==> src/rtl/dig_spi_arbiter.sv <==
// Round-robin arbiter sharing one SPI master between N_REQ requesters, with a
// chip-select gap between transactions and a watchdog that aborts hung transfers.
module dig_spi_arbiter #(
  parameter int unsigned N_REQ          = 2,
  parameter int unsigned WR_W           = 16,
  parameter int unsigned RD_W           = 8,
  parameter int unsigned GAP_CYCLES     = 8,
  parameter int unsigned TIMEOUT_CYCLES = 4096
) (
  input  logic                  clk,
  input  logic                  rst_n,
  input  logic [N_REQ-1:0]      req,
  input  logic [N_REQ-1:0]      sel,
  input  logic [N_REQ*WR_W-1:0] wr_data,
  output logic [N_REQ-1:0]      ack,
  output logic                  err,
  output logic [RD_W-1:0]       rd_data,
  output logic                  m_req,
  output logic                  m_sel,
  output logic [WR_W-1:0]       m_wr_data,
  input  logic                  m_ack,
  input  logic [RD_W-1:0]       m_rd_data,
  output logic                  busy,
  output logic [2:0]            grant_id,
  output logic [7:0]            timeout_cnt
);

  localparam int unsigned WdW  = $clog2(TIMEOUT_CYCLES + 1);
  localparam int unsigned GapW = $clog2(GAP_CYCLES + 1);

  typedef enum logic [1:0] {StIdle, StGrant, StGap} state_e;

  state_e          state_q;
  logic [2:0]      ptr_q;
  logic [WdW-1:0]  wd_q;
  logic [GapW-1:0] gap_q;

  // Requester inputs widened to 8 entries so a 3-bit index always fits exactly.
  logic [7:0]      req_ext;
  logic [7:0]      sel_ext;
  logic [WR_W-1:0] wr_arr [8];
  logic            any_req;
  logic [2:0]      winner;
  logic [2:0]      next_ptr;
  logic [3:0]      cand;

  always_comb begin
    req_ext = 8'(req);
    sel_ext = 8'(sel);
    for (int unsigned i = 0; i < 8; i++) begin
      wr_arr[i] = '0;
    end
    for (int unsigned i = 0; i < N_REQ; i++) begin
      wr_arr[i] = wr_data[i*WR_W +: WR_W];
    end

    // First requester at or after ptr_q, wrapping modulo N_REQ.
    any_req = 1'b0;
    winner  = '0;
    cand    = '0;
    for (int unsigned k = 0; k < N_REQ; k++) begin
      cand = {1'b0, ptr_q} + 4'(k);
      if (cand >= 4'(N_REQ)) begin
        cand = cand - 4'(N_REQ);
      end
      if (!any_req && req_ext[cand[2:0]]) begin
        any_req = 1'b1;
        winner  = cand[2:0];
      end
    end
    next_ptr = (winner == 3'(N_REQ - 1)) ? 3'd0 : winner + 3'd1;
  end

  always_ff @(posedge clk) begin
    if (!rst_n) begin
      state_q     <= StIdle;
      ptr_q       <= '0;
      wd_q        <= '0;
      gap_q       <= '0;
      ack         <= '0;
      err         <= 1'b0;
      rd_data     <= '0;
      m_req       <= 1'b0;
      m_sel       <= 1'b0;
      m_wr_data   <= '0;
      busy        <= 1'b0;
      grant_id    <= '0;
      timeout_cnt <= '0;
    end else begin
      ack <= '0;
      case (state_q)
        StIdle: begin
          if (any_req) begin
            m_req     <= 1'b1;
            m_sel     <= sel_ext[winner];
            m_wr_data <= wr_arr[winner];
            grant_id  <= winner;
            ptr_q     <= next_ptr;
            wd_q      <= '0;
            busy      <= 1'b1;
            state_q   <= StGrant;
          end
        end
        StGrant: begin
          // A completion on the watchdog's final cycle still counts as success.
          if (m_ack) begin
            m_req   <= 1'b0;
            ack     <= N_REQ'(1) << grant_id;
            err     <= 1'b0;
            rd_data <= m_rd_data;
            gap_q   <= '0;
            state_q <= StGap;
          end else if (wd_q == WdW'(TIMEOUT_CYCLES - 1)) begin
            m_req   <= 1'b0;
            ack     <= N_REQ'(1) << grant_id;
            err     <= 1'b1;
            rd_data <= '1;
            if (timeout_cnt != 8'hFF) begin
              timeout_cnt <= timeout_cnt + 8'd1;
            end
            gap_q   <= '0;
            state_q <= StGap;
          end else begin
            wd_q <= wd_q + 1'b1;
          end
        end
        StGap: begin
          if (gap_q == GapW'(GAP_CYCLES - 1)) begin
            busy    <= 1'b0;
            state_q <= StIdle;
          end else begin
            gap_q <= gap_q + 1'b1;
          end
        end
        default: begin
          m_req   <= 1'b0;
          busy    <= 1'b0;
          state_q <= StIdle;
        end
      endcase
    end
  end

endmodule

==> config.mk <==
export PLATFORM = sky130hd
export DESIGN_NAME = dig_spi_arbiter
export DESIGN_NICKNAME = d
export VERILOG_FILES = /design/src/rtl/dig_spi_arbiter.sv
export SDC_FILE = /design/constraint.sdc
export NUM_CORES = 1
export LEC_CHECK = 0
export ABC_AREA = 0
export BUFFER_PORTS_ARGS = -buffer_cell sky130_fd_sc_hd__buf_2
export CAP_MARGIN = 10
export CORE_MARGIN = 3
export CORE_UTILIZATION = 45
export CTS_CLUSTER_SIZE = 16
export DETAILED_ROUTE_END_ITERATION = 12
export MAX_ROUTING_LAYER = met4
export PLACE_DENSITY = 0.8
export SKIP_CTS_REPAIR_TIMING = 1
export SLEW_MARGIN = 30
export SYNTH_ARGS = -nofsm -noshare
export SYNTH_HDL_FRONTEND = slang
export SYNTH_SLANG_ARGS = --single-unit
==> constraint.sdc <==
create_clock -name clk -period 1.9 [get_ports clk]
set_input_delay 0.095 -clock clk [delete_from_list [all_inputs] [get_ports clk]]
set_output_delay 0.095 -clock clk [all_outputs]
set_load 0.03 [all_outputs]
### Word level (Yosys, flattened, before mapping)

Index checks and enable logic that the tools add are counted.

* bitwise gates (word level): 4
* shift operators: 1
* add/subtract/negate cells: 7
* equality and inequality tests: 12
* multiply operators: 0
* multiplexer cells: 41
* divide/modulo/power cells: 0
* reductions and logical operators: 15
* magnitude comparators: 6

Operator list (number)
* $bmux W16 S3: 1
* $mux W13: 3
* $mux W16: 2
* $pmux W13 S2: 1
* $mux W8: 2
* $mux W3: 5
* $add A13 B1 Y13 const B: 1
* $eq A13 B12 Y1 const B: 1
* $lt A3 B4 Y1 const B: 3
* $mux W2: 6
* $mux W4: 3
* $reduce_and A3 Y1: 4
* $mux W1: 11
* $ne A2 B2 Y1 const B: 5
* $bmux W1 S3: 3
* $add A8 B1 Y8 const B: 1
* $ne A8 B8 Y1 const B: 1
* $pmux W4 S2: 1
* $reduce_and A4 Y1: 2
* $pmux W1 S3: 2
* $pmux W2 S3: 1
* $reduce_and A2 Y1: 3
* $reduce_bool A2 Y1: 3
* $sub A3 B2 Y3 const B: 2
* 17 further kinds: 19

* output and inout port bits: 41
* memory bits (read-only): 0
* register bits: 63
* bits in latches: 0
* RAM bits: 0
* memories kept: 0

### Depth between registers and ports, before layout

* word-level depth: 12
* gate-level depth with buffers: 10

### Worst setup path after synthesis

OpenSTA, ideal clock, no wires.

* kind: register to register
* start: register ptr_q[0]
* end: register m_wr_data[10]
* period minus slack after synthesis: 2000 ps
* path buffers: 2
* library setup time: 133 ps
* path slack: -100 ps
* data required time: 1767 ps
* cell stages (with the launch flop): 10
* data arrival time: 1867 ps
* cells stage by stage: dfxtp_1 inv_1 ha_1 nor4b_1 or2_2 a32o_1 buf_6 buf_8 mux2i_1 a21oi_1

* word-level cells in the longest chain between the ends: 12

Ends and longest elaborated chain
* start: declaration: RTL line 34 `logic [2:0] ptr_q;`
* start signal: assignment: RTL line 98 `ptr_q <= next_ptr;`
* parallel branches: the longest is 12 deep, another holds $add A3 B1 Y4
* end signal: assignment: RTL line 96 `m_wr_data <= wr_arr[winner];`
* end: declaration: RTL line 20 `output logic [WR_W-1:0] m_wr_data,`

Several ways; the timed one is not identified. The select of a mux whose other input is x is not followed.
A chain may end at the register's enable or synchronous reset.

### Worst setup path in the final report

* start: register ptr_q[0]
* end: register m_wr_data[9]

The elaborated chain is that of the path after synthesis.

==> reports/results.ini <==
[sta]
grt_setup_unrepaired = yes
worst_pin_slew_ps = 521
hold_violations = 0
finClkSkew_ps = 6.14
slew_viol_final = 0
max-slew-margin-rel_pct = 65.2
post-route-period-util_pct = 99.8
max_freq_mhz = 527
period_needed_ps = 1900
postLayoutSetupSlackWorst_ps = 2.88
setup_viol = 0

[drt]
ant_nets = 0
num_vias = 2602
dr.pass1.iters = 4
wire_per_inst_um = 14.1
drc = 0
wirelength_mm = 6.78
dr.first_iter.drc_count = 152
via_per_inst = 5.43

[die]
die_w_um = 84.6
initial_core_util_pct = 48.4
core_area_mm2 = 0.00574
die_y_um = 84.6
io_pins = 88
die_area_mm2 = 0.00715
rows = 27

[critical_path]
crit_family = compound AO/OA/AOI/OAI gates
crit_fanout = 5
cp_num_buf_inv = 2
r2r_slack_ps = 3
startpoint_type = flip-flop
cp_slowest_cell = dfxtp_4
crit_chain = buf_4, ha_1, a21o_1, a21oi_2, a32o_2, clkbuf_4, mux2i_1, a21oi_1
worstSetupEndpointType = flip-flop
rr_startpoint = ptr_q[0]
critPathArrivalTime_ps = 2120
reg2reg_depth = 8
worstPathRequired_ps = 2120
slowest_delay_ps = 360
path_class = flip-flop to flip-flop
r2r_end = m_wr_data[9]

[clocking]
cts_tree = yes
clkLatencyLatePin_ps = 330
root_buffer = clkbuf_8
clk_pin_slew_worst_paths_ps = 70
cts_max_level = 3
cts.path.max_buffers = 2
clock-sinks = 63
cts_buffers = 9

[yosys]
netlist_area_mm2 = 0.00278
synth_cell_types = 46
synth_commonest_cells = 63 x dfxtp_1, 27 x a21oi_1, 25 x nor2_1
netlist.area_leader.share_pct = 45.4
synth_nets = 350
yosysWarnings = 0
synth.ff_latch_count = 63
yosysMostFrequentCell = dfxtp_1
syn_area_per_cell_um2 = 9.42
synth_flop_cell = dfxtp_1
ys_top_cells_by_area = dfxtp_1 45%, mux2i_1 6.5%, a21oi_1 4.9%
seq_area_frac_synth_pct = 45.4
synth_top_cell_by_area = dfxtp_1
async_flop_share_pct = 0
synth_edf_count = 0
syn-instance-count = 295

[finish]
diodes = 0
area.growth.synth_to_final_pct = 33.5
fin_nets = 458
drive_gt1_share_pct = 39.1
stdcell_count = 479

[global_routing]
grt_use_total_pct = 18.2
grt_max_degree = 22
grt_remaining_overflow = 0
grt_pass1_wl_mm = 10.4
grt_pass1_vias = 2371
antenna_found_initial = 0

[place]
dp.cells = 457
hpwl_mm = 4.77
dp_slack_ps = -24.6
gp_congestion = 0.791
numPortBuffers = 87

[worst_hold_path]
hold_class = input pin to flip-flop
hold_start = m_rd_data[6]
holdPathStages = 2
min_to = rd_data[6]

[pwr]
cellLeakagePower_nw = 1.69
power.density_mw_per_mm2 = 1300
vdd_drop_max_v = 0.000898

[flow_run]
maxCapViolCount = 0

[outcome]
status = completed

## cells by family (layout without fill, tap and decap cells)
| kind of cell | count (synthesis) | in the layout | share of synthesized area (%) |
|---|---|---|---|
| buf+inv | 20 | 132 | 3.56 |
| flops | 63 | 63 | 45.4 |
| xor+xnor | 14 | 14 | 4.41 |
| compound gates | 72 | 72 | 17.0 |
| mux | 18 | 18 | 6.48 |
| fa+ha+maj | 8 | 8 | 3.60 |
| simple gates | 100 | 100 | 19.5 |
## worst max path at each step
stage                        start             to  slack (ps)  cells past startpoint
after floorplan           ptr_q[1]  m_wr_data[10]           8                     10
after global placement    ptr_q[1]  m_wr_data[11]          40                      9
after detailed placement  ptr_q[1]        wd_q[2]         -20                      9
after CTS                 ptr_q[1]        wd_q[2]         -30                      9
after global routing      ptr_q[0]  m_wr_data[15]         -90                      9
final                     ptr_q[0]   m_wr_data[9]           3                      8
## layout by cell type, fill, tap and decap left out, types with 12 or more instances in the layout
cell     count
a21oi_1     25
buf_4       19
mux2i_1     18
buf_2       87
nand4_1     12
nor2_1      25
dfxtp_1     59
nand2_1     12
nand3_1     14
o21ai_0     23
## flip-flops by register name, summed over array words and instances (netlist names)
register,cells
ptr_q,3
gap_q,4
m_sel,1
grant_id,3
wd_q,13
err,1
state_q,2
timeout_cnt,8
m_wr_data,16
ack,2
m_req,1
rd_data,8
busy,1
## through the flow
step           hold slack [ps]  setup TNS (ps)  total power, mW  utilization (%)  area, um2
6_report                  31.4               0             4.82             64.6       3710
5_1_grt                   21.6           -1120             5.09             64.6       3710
4_1_cts                   12.3           -38.7             4.68             61.9       3550
3_5_place_dp               364           -24.6             3.66             58.9       3380
3_3_place_gp               361               0             3.62             58.9       3380
2_1_floorplan              275               0             3.08                -       2790
## routing by layer
metal  GRT usage (%)  part of all wire [%]
met1            22.7                    45
met2            27.6                    45
met3            7.36                   8.9
met4            4.75                   1.6
met5               -                     0
## area by class of cell
class | instances | area (um2)
fillers | 479 | 2030
multi-input cells | 212 | 1510
flip-flops and latches | 63 | 1270
repair buffers | 112 | 651
clock buffers | 14 | 163
well taps | 72 | 90.1
inverters | 5 | 21.3
clock inverters | 1 | 5.00
## where the power goes
part,total [mW],internal (mW),switching [mW]
combinational,2.07,0.781,1.29
sequential,1.75,1.60,0.145
clock,1.01,0.537,0.470
(Power assumes the default switching activity.)
